===== src/rtl/mem_req_arb_pkg.sv =====
// Shared constants and types for the memory request arbiter.
//   PA_WIDTH   : physical address width
//   LINE_BYTES : bytes per cache line carried on the request/response data paths
//   ID_WIDTH   : transaction ID width; outstanding depth is 2**ID_WIDTH
//   ARB_RR / ARB_FIXED : arbitration mode selectors
//   mem_req_t  : payload held in the memory-side output slot
package mem_req_arb_pkg;

  localparam int unsigned PA_WIDTH   = 32;
  localparam int unsigned LINE_BYTES = 8;
  localparam int unsigned ID_WIDTH   = 3;

  localparam int unsigned ARB_RR    = 0;
  localparam int unsigned ARB_FIXED = 1;

  typedef struct packed {
    logic [PA_WIDTH-1:0]     addr;
    logic [LINE_BYTES*8-1:0] data;
    logic                    write;
    logic [ID_WIDTH-1:0]     id;
  } mem_req_t;

endpackage


===== src/rtl/mem_req_arb_rr_picker.sv =====
// Round-robin picker: searches req starting at last+1 and wrapping mod N.
//   req   in  N             request vector
//   last  in  clog2(N)      index granted most recently
//   gnt   out N             one-hot grant (zero when no request)
//   idx   out clog2(N)      index of the granted channel
//   any   out 1             at least one request present
module rr_picker #(
  parameter int unsigned N     = 2,
  parameter int unsigned IDX_W = (N > 1) ? $clog2(N) : 1
) (
  input  logic [N-1:0]     req,
  input  logic [IDX_W-1:0] last,
  output logic [N-1:0]     gnt,
  output logic [IDX_W-1:0] idx,
  output logic             any
);

  always_comb begin
    int unsigned c;
    logic        found;
    gnt   = '0;
    idx   = '0;
    found = 1'b0;
    c     = 0;
    for (int unsigned j = 1; j <= N; j++) begin
      c = (32'(last) + j) % N;
      if (!found && req[c]) begin
        found  = 1'b1;
        gnt[c] = 1'b1;
        idx    = IDX_W'(c);
      end
    end
    any = found;
  end

endmodule


===== src/rtl/mem_req_arb.sv =====
// N-channel memory request arbiter with transaction-ID tagging and response steering.
//   clk, rst_n                 clock, asynchronous active-low reset
//   i_req_valid/o_req_ready    per-channel request handshake (ready one-hot or zero)
//   i_req_addr/data/write      per-channel request payload, channel k in slice k
//   o_mem_valid/i_mem_ready    registered memory-side request handshake
//   o_mem_addr/data/write/id   memory request payload and transaction ID
//   i_rsp_valid/id/data        memory response (one per request)
//   o_rsp_valid/o_rsp_data     one-hot response strobe to owner, shared line
//   o_rsp_err                  pulse when a response ID is not in flight
//   o_inflight                 count of outstanding IDs
module mem_req_arb
  import mem_req_arb_pkg::*;
#(
  parameter int unsigned N_CH     = 2,
  parameter int unsigned ARB_MODE = ARB_RR
) (
  input  logic                       clk,
  input  logic                       rst_n,
  input  logic [N_CH-1:0]            i_req_valid,
  output logic [N_CH-1:0]            o_req_ready,
  input  logic [N_CH*PA_WIDTH-1:0]   i_req_addr,
  input  logic [N_CH*LINE_BYTES*8-1:0] i_req_data,
  input  logic [N_CH-1:0]            i_req_write,
  output logic                       o_mem_valid,
  input  logic                       i_mem_ready,
  output logic [PA_WIDTH-1:0]        o_mem_addr,
  output logic [LINE_BYTES*8-1:0]    o_mem_data,
  output logic                       o_mem_write,
  output logic [ID_WIDTH-1:0]        o_mem_id,
  input  logic                       i_rsp_valid,
  input  logic [ID_WIDTH-1:0]        i_rsp_id,
  input  logic [LINE_BYTES*8-1:0]    i_rsp_data,
  output logic [N_CH-1:0]            o_rsp_valid,
  output logic [LINE_BYTES*8-1:0]    o_rsp_data,
  output logic                       o_rsp_err,
  output logic [ID_WIDTH:0]          o_inflight
);

  localparam int unsigned CH_W  = $clog2(N_CH);
  localparam int unsigned DEPTH = 2 ** ID_WIDTH;
  localparam int unsigned DW    = LINE_BYTES * 8;

  mem_req_t            slot_q;
  logic                slot_valid_q;
  logic [ID_WIDTH-1:0] id_cnt_q;
  logic [CH_W-1:0]     rr_last_q;
  logic [DEPTH-1:0]    inflight_q, inflight_d;
  logic [CH_W-1:0]     owner_q [DEPTH];
  logic [N_CH-1:0]     rsp_valid_q, rsp_valid_d;
  logic [DW-1:0]       rsp_data_q;
  logic                rsp_err_q;
  logic [ID_WIDTH:0]   cnt_q, cnt_d;

  logic [N_CH-1:0] gnt;
  logic [CH_W-1:0] win_idx;
  logic            any_req;
  logic [CH_W-1:0] search_last;
  logic            accept;
  logic            rsp_hit;
  mem_req_t        sel;

  // Fixed priority is a search that always starts at channel 0.
  assign search_last = (ARB_MODE == ARB_FIXED) ? CH_W'(N_CH - 1) : rr_last_q;

  rr_picker #(
    .N     (N_CH),
    .IDX_W (CH_W)
  ) u_picker (
    .req  (i_req_valid),
    .last (search_last),
    .gnt  (gnt),
    .idx  (win_idx),
    .any  (any_req)
  );

  // Full looks only at registered state: a release this cycle does not free id_cnt_q yet.
  assign accept      = (!slot_valid_q || i_mem_ready) && !inflight_q[id_cnt_q] && any_req;
  assign o_req_ready = accept ? gnt : '0;
  assign rsp_hit     = i_rsp_valid && inflight_q[i_rsp_id];

  always_comb begin
    sel = '0;
    for (int unsigned k = 0; k < N_CH; k++) begin
      if (gnt[k]) begin
        sel.addr  = i_req_addr[k*PA_WIDTH +: PA_WIDTH];
        sel.data  = i_req_data[k*DW +: DW];
        sel.write = i_req_write[k];
      end
    end
    sel.id = id_cnt_q;
  end

  always_comb begin
    inflight_d  = inflight_q;
    rsp_valid_d = '0;
    cnt_d       = cnt_q;
    if (rsp_hit) begin
      inflight_d[i_rsp_id]          = 1'b0;
      rsp_valid_d[owner_q[i_rsp_id]] = 1'b1;
    end
    // A hit never targets id_cnt_q on an accept cycle, since accept requires that bit clear.
    if (accept) begin
      inflight_d[id_cnt_q] = 1'b1;
    end
    unique case ({accept, rsp_hit})
      2'b10:   cnt_d = cnt_q + 1'b1;
      2'b01:   cnt_d = cnt_q - 1'b1;
      default: cnt_d = cnt_q;
    endcase
  end

  always_ff @(posedge clk or negedge rst_n) begin
    if (!rst_n) begin
      slot_q       <= '0;
      slot_valid_q <= 1'b0;
      id_cnt_q     <= '0;
      rr_last_q    <= CH_W'(N_CH - 1);
      inflight_q   <= '0;
      rsp_valid_q  <= '0;
      rsp_data_q   <= '0;
      rsp_err_q    <= 1'b0;
      cnt_q        <= '0;
      for (int unsigned i = 0; i < DEPTH; i++) begin
        owner_q[i] <= '0;
      end
    end else begin
      if (accept) begin
        slot_q            <= sel;
        slot_valid_q      <= 1'b1;
        owner_q[id_cnt_q] <= win_idx;
        id_cnt_q          <= id_cnt_q + 1'b1;
        rr_last_q         <= win_idx;
      end else if (i_mem_ready) begin
        slot_valid_q <= 1'b0;
      end
      inflight_q  <= inflight_d;
      rsp_valid_q <= rsp_valid_d;
      rsp_err_q   <= i_rsp_valid && !rsp_hit;
      if (rsp_hit) begin
        rsp_data_q <= i_rsp_data;
      end
      cnt_q <= cnt_d;
    end
  end

  assign o_mem_valid = slot_valid_q;
  assign o_mem_addr  = slot_q.addr;
  assign o_mem_data  = slot_q.data;
  assign o_mem_write = slot_q.write;
  assign o_mem_id    = slot_q.id;
  assign o_rsp_valid = rsp_valid_q;
  assign o_rsp_data  = rsp_data_q;
  assign o_rsp_err   = rsp_err_q;
  assign o_inflight  = cnt_q;

endmodule

===== config.mk =====
export PLATFORM = sky130hd
export DESIGN_NAME = mem_req_arb
export DESIGN_NICKNAME = d
export VERILOG_FILES = /design/src/rtl/mem_req_arb_pkg.sv /design/src/rtl/mem_req_arb_rr_picker.sv /design/src/rtl/mem_req_arb.sv
export SDC_FILE = /design/constraint.sdc
export NUM_CORES = 1
export LEC_CHECK = 0
export ABC_CLOCK_PERIOD_IN_PS = 2200
export CORE_AREA = 2 2 173 175
export CTS_CLUSTER_DIAMETER = 40
export CTS_CLUSTER_SIZE = 20
export DETAILED_ROUTE_END_ITERATION = 6
export DIE_AREA = 0 0 175 177
export MAX_ROUTING_LAYER = met4
export PLACE_DENSITY = 0.65
export SYNTH_ARGS = -nofsm -noshare
export SYNTH_HDL_FRONTEND = slang
export SYNTH_SLANG_ARGS = --single-unit

===== constraint.sdc =====
create_clock -name clk -period 2.2 [get_ports clk]
set_input_delay 0.44 -clock clk [delete_from_list [all_inputs] [get_ports clk]]
set_output_delay 0.44 -clock clk [all_outputs]
set_load 0.02 [all_outputs]

Word level (Yosys, flattened, before mapping)

Index checks and enable logic that the tools add are counted.

Register bits after elaboration: 192
Output and inout port bits: 174
Logic and storage cells: 103
Input bits: 267

Reductions and logical operators: 18
Add/subtract/negate cells: 5
Muxes and demuxes: 39
Bitwise logic cells: 6
Order comparisons: 13
Equality and inequality tests: 2

Operators with widths:

| kind                                                               | count |
|---|---|
| 2-to-1 mux 97 bit                                                  | 2 |
| 2-to-1 mux 1 bit                                                   | 20 |
| 2-to-1 mux 8 bit                                                   | 2 |
| logical AND 1 bit                                                  | 11 |
| binary-select mux 1 bit (select 3 bit)                             | 3 |
| demux 1 bit (select 3 bit)                                         | 3 |
| AND 8 bit                                                          | 1 |
| bitwise mux 8 bit                                                  | 1 |
| greater-or-equal comparator 4 bit (second input constant)          | 2 |
| < comparator 3 x 4 -> 1 bit (second input constant)                | 2 |
| 2-to-1 mux 2 bit                                                   | 4 |
| inverter 3 -> 4 bit                                                | 2 |
| inverter 8 bit                                                     | 1 |
| OR 8 bit                                                           | 1 |
| case mux 4 bit (2 select lines)                                    | 1 |
| greater-or-equal comparator 3 x 1 -> 1 bit (second input constant) | 2 |
| < comparator 1 x 2 -> 1 bit (second input constant)                | 3 |
| adder 4 x 1 -> 4 bit (second input constant)                       | 1 |
| logical NOT 1 bit                                                  | 4 |
| < comparator 4 x 1 -> 1 bit (second input constant)                | 1 |
| nonzero test 2 bit                                                 | 2 |
| subtractor 4 x 1 -> 4 bit (second input constant)                  | 1 |
| adder 3 x 1 -> 3 bit (second input constant)                       | 1 |
| demux 1 bit (select 1 bit)                                         | 3 |
| other kinds (6)                                                    | 9 |

Longest topological paths before layout

Depth after elaboration: 10
Depth in mapped cells: 14
Depth with buffers taken out: 11

By module

From an unflattened synthesis, not the netlist that was laid out.

Cells, all modules: 621
Area total of the unflattened synthesis: 9,019.9 um^2

By module, submodules not included:

| module      | area each (um^2) | sequential area each (um^2) | times used | cells each |
|---|---|---|---|---|
| mem_req_arb | 8,987.4          | 4,805.9                     | 1          | 616 |
| rr_picker   | 32.5             | 0.0                         | 1          | 5 |

Least setup slack after synthesis

OpenSTA, ideal clock, no wires.

Path kind: input to register
Start point: input port i_rsp_id[2]
End point: register cnt_q[2] (netlist: o_inflight[2])
Data arrival time: 2,635 ps
Setup slack: -568 ps
Library setup time: 133 ps
Data required time: 2,067 ps
Path buffers: 3
Stages: 14
Cells stage by stage: buf_2 mux2i_1 o32ai_1 o31ai_2 buf_6 buf_2 inv_1 ha_1 xor2_1 ha_1 a21oi_1 xor2_1 nor2_1 xor2_1

Longest elaborated chain between the ends: 5
Elaborated cells between the ends (all ways): 7
Those cells by class: 2 x eq/ne; 3 x mux; 2 x reduce/logical

RTL lines:

| item                                                                         | line               | RTL |
|---|---|---|
| start, declared                                                              | mem_req_arb.sv:31  | `input logic [ID_WIDTH-1:0] i_rsp_id,` |
| binary-select mux 1 bit (select 3 bit) *                                     | mem_req_arb.sv:79  | `assign rsp_hit = i_rsp_valid && inflight_q[i_rsp_id];` |
| 2-to-1 mux 1 bit (implied by the code) *                                     | mem_req_arb.sv:79  |  |
| logical AND 1 bit *                                                          | mem_req_arb.sv:79  |  |
| == test 2 x 1 -> 1 bit / == test 2 bit (equally long branches)               | mem_req_arb.sv:105 | `unique case ({accept, rsp_hit})` |
| case mux 4 bit (2 select lines) / nonzero test 2 bit (equally long branches) | n/a                |  |
| end signal, assigned                                                         | mem_req_arb.sv:142 | `cnt_q <= cnt_d;` |
| end, declared                                                                | mem_req_arb.sv:52  | `logic [ID_WIDTH:0] cnt_q, cnt_d;` |

Mark *: on every way between the ends. The rest lies on a longest branch, timed or not. The select of a mux whose other input is x is not followed.
A chain may end at the register's enable or synchronous reset.

Worst setup path in the final report

Start point: register id_cnt_q[0]
End point: register cnt_q[2] (netlist: o_inflight[2])

Longest elaborated chain between the ends: 7
Elaborated cells between the ends (all ways): 9
Those cells by class: 2 x eq/ne; 3 x mux; 4 x reduce/logical

RTL lines:

| item                                                                         | line               | RTL |
|---|---|---|
| start, declared                                                              | mem_req_arb.sv:45  | `logic [ID_WIDTH-1:0] id_cnt_q;` |
| start signal, assigned                                                       | mem_req_arb.sv:131 | `id_cnt_q <= id_cnt_q + 1'b1;` |
| binary-select mux 1 bit (select 3 bit) *                                     | mem_req_arb.sv:77  | `assign accept = (!slot_valid_q \|\| i_mem_ready) && !inflight_q[id_cnt_q] && any_req;` |
| 2-to-1 mux 1 bit (implied by the code) *                                     | mem_req_arb.sv:77  |  |
| logical NOT 1 bit *                                                          | mem_req_arb.sv:77  |  |
| logical AND 1 bit * (2 in series)                                            | mem_req_arb.sv:77  |  |
| == test 2 x 1 -> 1 bit / == test 2 bit (equally long branches)               | mem_req_arb.sv:105 |  |
| case mux 4 bit (2 select lines) / nonzero test 2 bit (equally long branches) | n/a                |  |

Marks and branches as above.

==> summary.txt <==
Outcome
  – Status: finished, violations left
  – Failing checks: setup timing

Route
  – Via total after detailed routing: 8,179
  – Routed Wire Length: 31,400 um
  – Initial DRC Count: 439
  – Max layer used: met4
  – Post-route ant nets: 0
  – Metal-1 WL: 12,800 um
  – DRC Markers: 0
  – Detail-routed via count per cell: 4.84
  – Wire length on met3: 2110 um
  – Met2 wire length: 15,700 um
  – DR WL/cell: 18.6 um
  – Pre-antenna DRT Iters: 5

Clocking
  – Total CTS buffers: 17
  – CTS H-tree depth: 4
  – TritonCTS clock tree: done
  – Clock sink total: 192
  – CTS Root Cell: clkbuf_16
  – Clock tree buffer depth: 2
  – Clock-pin slew on the worst setup and hold paths: 0.08 ns
  – Clk_lat worst skew: 0.45 ns

Logic synthesis
  – Async S/R FF share, synth: 100%
  – Cell taking the most area after synthesis: dfrtp_1
  – Mean post-synth cell area: 10.5 sq um
  – Synth warn: 0
  – Synthesized instance count: 825
  – Post-synthesis register bit count: 192
  – Syn nets: 1,096
  – Synth Area in Compound Gates: 9.20%
  – Synth top cells by count: dfrtp_1, nand2_1, nor2_1
  – Syn Std Cell Area: 8650 sq um
  – Count leader, synth: dfrtp_1
  – Synth cell types: 44
  – Area contributors post-synth: dfrtp_1, a31oi_1, mux2_4, nand3_1, nand2_1
  – Sequential area share after synthesis: 55.5%
  – Xor and xnor area share after synthesis: 0.607%
  – Main combinational cell family by area after synthesis: simple AND/OR/NAND/NOR gates
  – Post-synth EDFFs: 0
  – Post-synth top area share: 55.2%
  – Main synth FF type: dfrtp_1
  – Synth Area in Simple Gates: 17.2%
  – Mux cell area share after synthesis: 12.6%
  – Synthesized-area fraction occupied by adder cells: 0.578%

Cells and area
  – Fill cells: 2,572
  – # diodes: 0
  – Area of the multi-input gates: 3670 sq um
  – FF+latch area: 4810 sq um
  – Area growth from synthesis to layout: 72.1%
  – Nets: 1,558
  – Cell Count, Final, Fillers Out: 1,690
  – Fin area: 14,900 sq um
  – Layout cell share with drive strength beyond 1: 16.5%
  – Fin util: 50.9%

Timing
  – Fmax: 0.412 GHz
  – Final WS setup: -0.227 ns
  – Setup violations, final: 6
  – Clock Skew: 0.0118 ns
  – Final hold vios: 0
  – Worst relative slew slack: 28.9%
  – Final min period: 2.43 ns
  – Count of final max-slew check failures: 0
  – Worst Hold Margin: 0.460 ns
  – Slew @ Worst Pin: 1.07 ns
  – Fin crit share: 110%
  – RSZ-0062 raised after global routing: yes

Setup path
  – Startpoint types: flip-flop
  – Critical path type: flip-flop to flip-flop
  – Crit-path max FO: 4
  – Worst R2R Start: id_cnt_q[0]$_DFFE_PN0P_
  – Critical Path Max Stage Delay: 0.43 ns
  – CP max-delay cell: dfrtp_2
  – WP data arrival: 2.76 ns
  – Critical Path RT: 2.54 ns
  – FF-to-FF path depth: 13
  – Reg2reg setup slack: -0.23 ns
  – CP dominant cell by count: xor2_1
  – Crit. End Element: flip-flop
  – Reg2reg end: o_inflight[2]$_DFFE_PN0P_
  – Critical path, cell by cell: buf_4, mux2i_4, nor3_2, nor3_4, inv_2, buf_12, ha_4, xor2_1, ha_2, a21oi_2, xor2_1, nor2_1, xor2_1

Die
  – Initial Util: 29.6%
  – Top-Level Pins: 441
  – Row Count: 63
  – Die W: 175 um
  – Die Y: 177 um
  – Total Die Area: 31,000 sq um
  – Core area: 29,200 sq um

Run
  – Max Cap Viol: 0

Placed design
  – Port Buf Inserts: 440
  – Setup Slack @ Placement: -0.823 ns
  – Area post-placement: 13,800 sq um
  – Final HPWL from detailed placement: 21,000 um
  – GPL Wtd Cong: 0.823
  – Total placed cells including tap cells: 1,641

Global routing
  – Global route overflow: 0
  – Initial antenna violation count: 0
  – Vias in the first global route: 7,966
  – Pin count of the biggest net entering global routing: 96
  – First-pass GRT wire length: 44,800 um
  – Gr usage total: 19.3%

Worst hold path
  – Hold WC Path Type: input port to flip-flop
  – Worst Hold Endpoint: o_mem_data[15]$_DFFE_PN0P_
  – Hold Path Depth: 4
  – Min-delay src: i_req_valid[0]

Power
  – Leakage: 6.15 nW
  – Maximum VDD drop: 0.000708 V
  – Pwr per Cell Area: 1520 nW/um^2
[power breakdown]
group          switching [mW]  leakage [nW]  total (mW)  internal (mW)
clock network            1.53         0.286        3.28           1.74
registers                1.12          2.24        6.54           5.42
logic                    6.41          3.63        12.9           6.45
total                    9.06          6.15        22.7           13.6
[worst max-delay path by stage]
stage / from / cells after the start / endpoint
after detailed placement: i_rsp_id[0] / 7 / o_rsp_data[13]$_DFFE_PN0N_
final: id_cnt_q[0]$_DFFE_PN0P_ / 13 / o_inflight[2]$_DFFE_PN0P_
after CTS: id_cnt_q[0]$_DFFE_PN0P_ / 12 / o_inflight[2]$_DFFE_PN0P_
after global routing: id_cnt_q[0]$_DFFE_PN0P_ / 13 / o_inflight[3]$_DFFE_PN0P_
after global placement: i_rsp_id[0] / 7 / o_rsp_data[5]$_DFFE_PN0N_
after floorplan: i_rsp_id[2] / 14 / o_inflight[2]$_DFFE_PN0P_
[per-layer routing]
metal | global-route usage (%) | vias to the layer above
met5 | - | -
met4 | 6.35 | 0
met3 | 5.80 | 46
met2 | 31.2 | 360
met1 | 23.0 | 3954
li1 | - | 3819
[logic make-up after synthesis]
group | after synthesis
AO/OA/AOI/OAI | 123
XOR/XNOR | 6
adder cells (fa/ha/maj) | 4
buffers and inverters | 76
flip-flops | 192
multiplexers | 82
AND/OR/NAND/NOR | 342
[area by class of cell]
| cell class | instances | share of cell area (%) |
|---|---|---|
| multi-input combinational | 557 | 24.7 |
| tap | 390 | 3.28 |
| clock buffer | 18 | 2.95 |
| timing repair buffer | 515 | 35.6 |
| clock inverter | 14 | 1.16 |
| inverter | 4 | 0.118 |
| sequential | 192 | 32.3 |
[sequential cells by signal (all words and copies together), names as in the netlist]
name         flops
o_mem_data      64
o_rsp_data      64
o_mem_addr      32
inflight_q       8
owner_q          8
o_inflight       4
id_cnt_q         3
o_mem_id         3
o_rsp_valid      2
o_mem_valid      1
o_mem_write      1
o_rsp_err        1
rr_last_q        1
[worst max-delay path: cells and delay by family, from the launching register on]
family	cells	cell delay (ns)
compound gates	1	0.11
buf+inv	3	0.40
flops	1	0.43
fa+ha+maj	2	0.33
xor+xnor	3	0.42
simple gates	3	0.37
mux	1	0.25
[timing repair]
| item | in CTS | in global routing |
|---|---|---|
| hold endpoints to repair | 44 | 0 |
| buffers inserted | 4 | 5 |
| resized for setup | 30 | 32 |
| pin swaps | 8 | 6 |
| endpoints found under the setup margin | 133 | 121 |
| gates cloned | 2 | 7 |
| hold buffers | 1 | 0 |
[per-stage QoR]
| step | setup TNS, ns | total power [mW] |
|---|---|---|
| 6_report | -0.903 | 22.7 |
| 2_1_floorplan | -0.720 | 12.8 |
| 4_1_cts | -0.657 | 22.0 |
| 3_3_place_gp | -69.96 | 18.1 |
| 3_5_place_dp | -79.03 | 18.2 |
| 5_1_grt | -5.72 | 23.9 |
[cells in the final DEF, fill, tap and decap left out, types with 3 or more instances in the layout]
cell type and count:
clkbuf_16 22, mux2_2 30, buf_16 5, inv_6 3, clkdlybuf4s50_1 433, buf_6 9
o21ai_1 4, mux2i_4 5, buf_12 9, nand2_1 114, o31ai_1 5, dlygate4sd2_1 3
a31oi_1 97, clkinvlp_4 4, mux2_4 41, nand2b_1 9, buf_4 49, o21ai_0 4
nor2_1 101, xor2_1 4, nand3_1 100, dfrtp_1 189, a21oi_2 3, nand3b_1 4
(Power assumes the default switching activity.)
